File: src/rtl/bitwise_nand_pkg.sv
// Shared constants and helpers for the bitwise NAND primitive.
// The library-width NAND function is here for callers that stay at the default width.
package bitwise_nand_pkg;

   localparam int DEFAULT_WIDTH = 32;

   function automatic logic [DEFAULT_WIDTH-1:0] nand_vec(
      input logic [DEFAULT_WIDTH-1:0] a,
      input logic [DEFAULT_WIDTH-1:0] b
   );
      return ~(a & b);
   endfunction

endpackage

File: src/rtl/bitwise_nand_core.sv
// Combinational WIDTH-bit NAND with result status flags.
// This module holds no state; the top level decides whether the result is registered.
module bitwise_nand_core
   import bitwise_nand_pkg::*;
#(
   parameter int WIDTH = DEFAULT_WIDTH
) (
   input  logic [WIDTH-1:0] a,
   input  logic [WIDTH-1:0] b,
   output logic [WIDTH-1:0] y,
   output logic             all_ones,
   output logic             zero
);

   // Each result bit depends only on the matching operand bits.
   assign y        = ~(a & b);
   assign all_ones = &y;
   assign zero     = ~|y;

endmodule

File: src/rtl/bitwise_nand_gate.sv
// Valid-qualified bitwise NAND stage with all-ones / zero flags.
// OUT_REG selects a one-cycle registered result or a purely combinational pass-through.
module bitwise_nand_gate
   import bitwise_nand_pkg::*;
#(
   parameter int WIDTH   = DEFAULT_WIDTH,
   parameter bit OUT_REG = 1'b1
) (
   input  logic             clk,
   input  logic             rst_n,
   input  logic             in_valid,
   input  logic [WIDTH-1:0] in1,
   input  logic [WIDTH-1:0] in2,
   output logic             out_valid,
   output logic [WIDTH-1:0] out,
   output logic             out_all_ones,
   output logic             out_zero
);

   logic [WIDTH-1:0] core_y;
   logic             core_all_ones;
   logic             core_zero;

   bitwise_nand_core #(
      .WIDTH (WIDTH)
   ) u_core (
      .a        (in1),
      .b        (in2),
      .y        (core_y),
      .all_ones (core_all_ones),
      .zero     (core_zero)
   );

   if (OUT_REG) begin : g_reg

      logic [WIDTH-1:0] out_q, out_d;
      logic             all_ones_q, all_ones_d;
      logic             zero_q, zero_d;
      logic             valid_q;

      always_comb begin
         // NOTE: every variable gets a default first so no path leaves it unassigned (no latch).
         out_d      = out_q;
         all_ones_d = all_ones_q;
         zero_d     = zero_q;
         // Loading only on in_valid keeps garbage on idle inputs out of the held result.
         if (in_valid) begin
            out_d      = core_y;
            all_ones_d = core_all_ones;
            zero_d     = core_zero;
         end
      end

      always_ff @(posedge clk or negedge rst_n) begin
         // NOTE: sequential state uses non-blocking assignments so all registers update together.
         if (!rst_n) begin
            out_q      <= '0;
            all_ones_q <= 1'b0;
            zero_q     <= 1'b0;
            valid_q    <= 1'b0;
         end else begin
            out_q      <= out_d;
            all_ones_q <= all_ones_d;
            zero_q     <= zero_d;
            valid_q    <= in_valid;
         end
      end

      assign out          = out_q;
      assign out_all_ones = all_ones_q;
      assign out_zero     = zero_q;
      assign out_valid    = valid_q;

   end else begin : g_comb

      // Clock and reset have no role in the pass-through configuration.
      logic unused_clk_rst;
      assign unused_clk_rst = clk ^ rst_n;

      assign out          = core_y;
      assign out_all_ones = core_all_ones;
      assign out_zero     = core_zero;
      assign out_valid    = in_valid;

   end

endmodule

File: config.mk
export PLATFORM = sky130hd
export DESIGN_NAME = bitwise_nand_gate
export DESIGN_NICKNAME = d
export VERILOG_FILES = /design/src/rtl/bitwise_nand_pkg.sv /design/src/rtl/bitwise_nand_core.sv /design/src/rtl/bitwise_nand_gate.sv
export SDC_FILE = /design/constraint.sdc
export NUM_CORES = 1
export LEC_CHECK = 0
export CAP_MARGIN = 20
export CORE_AREA = 2 2 86 47
export DETAILED_ROUTE_END_ITERATION = 6
export DIE_AREA = 0 0 88 49
export DONT_BUFFER_PORTS = 1
export SLEW_MARGIN = 0
export SYNTH_ARGS = -nofsm -noshare
export SYNTH_HDL_FRONTEND = slang
export SYNTH_SLANG_ARGS = --single-unit
File: constraint.sdc
create_clock -name clk -period 1.1 [get_ports clk]
set_clock_uncertainty 0.15 [all_clocks]
set_input_delay 0.22 -clock clk [delete_from_list [all_inputs] [get_ports clk]]
set_output_delay 0.22 -clock clk [all_outputs]
set_load 0.02 [all_outputs]
==> results of run 1 <==
==> final cells by class <==
cell class	instances	area [sq um]
well taps	54	67.56
fillers	287	1202
repair buffers	67	663.1
multi-input cells	114	651.9
inverters	1	3.754
flip-flops and latches	35	917.1
clock buffers	6	82.58
clock inverters	2	35.03
==> registers in the layout, summed over array words and instances, names as in the netlist <==
name	cells
out	32
out_valid	1
out_all_ones	1
out_zero	1
==> metrics by stage <==
step,std cells,setup WS (ns)
4_1_cts,276,-0.1050
5_1_grt,279,-0.1145
3_3_place_gp,208,-0.3543
3_5_place_dp,208,-0.3290
2_1_floorplan,157,-0.2012
6_report,279,-0.09231
==> worst min path at each step <==
stage	start	to	cells past startpoint
final	rst_n	out[9]	0
after global routing	rst_n	out[9]	0
after CTS	rst_n	out[9]	0
after detailed placement	rst_n	out[6]	0
after global placement	rst_n	out[5]	0
after floorplan	rst_n	out[0]	0
==> power breakdown <==
part           internal [mW]  switching [mW]  total [mW]
Combinational          0.225           0.122       0.347
Clock                  0.733           0.455        1.19
Sequential              1.40           0.193        1.59
Total                   2.36           0.770        3.13
==> per-layer routing <==
layer	GRT usage, %	vias to the layer above
met3	8.799	7
met4	6.154	0
met1	31.73	786
met5	0	-
li1	-	736
met2	39.02	90
==> synthesized netlist by cell type (all sizes together) <==
master,instances
a22o,2
a22oi,12
a31oi,31
and3,1
buf,3
clkbuf,4
dfrtp,35
inv,1
nand2,10
nand3,4
nand4,15
nor2,31
nor3,1
nor4,5
o21a,1
or4,1
==> repair_timing <==
item / 4_1_cts / 5_1_grt
gates resized for setup: 36 / 2
setup endpoints to repair: 36 / 36
gates cloned: 0 / 0
hold endpoints to repair: 70 / 68
pin swaps: 0 / 3
buffers inserted: 1 / 1
hold buffers: 59 / 2
==> cell families (layout without fill, tap and decap cells) <==
group	after synthesis	in the layout	share of synthesized area, %
AOI/OAI and AO/OA	46	46	20.03
buffers and inverters	8	76	2.189
DFF	35	35	56.77
and+or+nand+nor	68	68	21.01
==> results.yml, run 1 <==
run_status:
  outcome: "complete, but fails checks"
  violations: "hold timing, setup timing"
sta:
  accumulated_negative_setup_slack_ns: -0.5132
  timing.final.setup_violations: 37
  post-route-period-util_pct: 108.4
  timing.max_slew.rel_slack_pct: 82.06
  hold_violations: 68
  unrepaired_setup_endpoints_after_global_routing: "yes"
  tightest_slew_ns: 0.2669
  max_freq_ghz: 0.8387
  hold_ws_ns: -0.5281
  drv_slew: 0
  timing.final.crit_period_ns: 1.192
  layout_setup_ws_ns: -0.09231
critical_path:
  r2r_start: "out_all_ones"
  worst_r2r_path_depth: 3
  critical-path-slowest-cell: "sky130_fd_sc_hd__dfrtp_1"
  setup.worst_path.start: "out_zero"
  critPathArrivalTime_ns: 0.82
  worst-path-max-fanout: 2
  cp-end-kind: "primary output"
  timing.critical_path.max_delay_family: "flip-flops"
  timing.setup.critical_path_class: "reg -> out"
  worst-path-buf-inv: 1
  ff2ff_setup_slack_ns: 0
  worstSetupEndpoint: "out_zero"
  crit_cells: 1
  delay_contributed_by_the_slowest_stage_of_the_critical_path_ns: 0.40
  worstPathCellList: "buf_6"
  r2r_end: "out_all_ones"
  timing.critical_path.required_ns: 0.73
  startpoint_type: "flip-flop"
synthesis:
  yosysWarnings: 0
  postSynthAreaPerCell_sq_um: 9.826
  seq_area_frac_synth_pct: 56.77
  share_of_the_synthesized_area_in_the_top_cell_type_pct: 56.77
  mapped_cell_area_sq_mm: 0.001543
  ys_types: 17
  yosys_register_bits: 35
  yosys.area.top_type: "sky130_fd_sc_hd__dfrtp_1"
  synth_area_leaders: "sky130_fd_sc_hd__dfrtp_1 (57%), sky130_fd_sc_hd__a31oi_1 (13%), sky130_fd_sc_hd__nor2_1 (7.5%)"
  postSynthNetCount: 224
  synthCells: 157
global_routing:
  groute.usage.overall_pct: 24.43
  maximum_number_of_pins_on_one_net_before_global_route_repair: 68
  grt_pass1_wl_mm: 7.852
  grt_pass1_vias: 1724
  grt_antenna_before_repair: 0
  grt_remaining_overflow: 0
cts:
  cts-buffers-inserted: 5
  htreeDepth: 2
  cts-root-buf: "sky130_fd_sc_hd__clkbuf_8"
  cts.sink_count: 35
  clock_tree_from_tritoncts: "done"
  clock_path_buffers: 2
  path_clk_slew_ns: 0.07
  worstSkewPairLatency_ns: 0.28
die:
  io-pin-count: 102
  dieHeight_um: 49
  starting_density_of_the_core_pct: 42.58
  core_area_sq_mm: 0.003623
  die_area_sq_mm: 0.004312
  horizontal_extent_of_the_die_um: 88
  fp-row-count: 16
routing:
  detail_route.vias_per_cell: 5.803
  routed-wl-met3_um: 469
  drc_errors: 0
  m1WireLength_mm: 2.229
  detailroute.via_count: 1619
  drt_pass1_iterations: 5
  drt_wl_total_mm: 5.100
  routed_wl_per_cell_um: 18.28
  antenna_left: 0
  drt-initial-drc-count: 80
  top_signal_layer_used: "met4"
  detailroute.wirelength.met2_mm: 2.359
finish:
  fin_area_sq_mm: 0.002421
  area.growth.synth_to_final_pct: 56.93
  postLayoutCoreUtil_pct: 66.82
  antennaDiodeCount: 0
  layout_common_cells: "sky130_fd_sc_hd__dlygate4sd3_1 (61), sky130_fd_sc_hd__dfrtp_2 (33), sky130_fd_sc_hd__nor2_1 (31), sky130_fd_sc_hd__a31oi_1 (31), sky130_fd_sc_hd__nand4_1 (15)"
  proportion_of_layout_cells_with_a_drive_suffix_above_1_pct: 22.22
  num-nets-final: 291
  layout_commonest_cell: "sky130_fd_sc_hd__dlygate4sd3_1"
placed_design:
  post-dp-hpwl_mm: 3.150
  gp_routability_congestion: 0.6946
  io_buffers: 0
  dpl_cell_area_sq_mm: 0.001610
worst_hold_path:
  path_class_of_the_lowest_slack_min_delay_path: "in -> async"
power:
  static-leakage-power_nw: 0.8880
  max-vdd-ir-drop_mv: 0.5749
  power-per-cell-area_mw_per_mm2: 1293
  total_power_draw_mw: 3.130
job:
  maxCapViolations: 0
No activity file was read; power rests on OpenSTA's default activity.
==> inputs of run 2 (changes only) <==
Settings changed: SLEW_MARGIN 0 to 20.
==> results of run 2 <==
Final layout, timing and power as in run 1 (identical DEF).
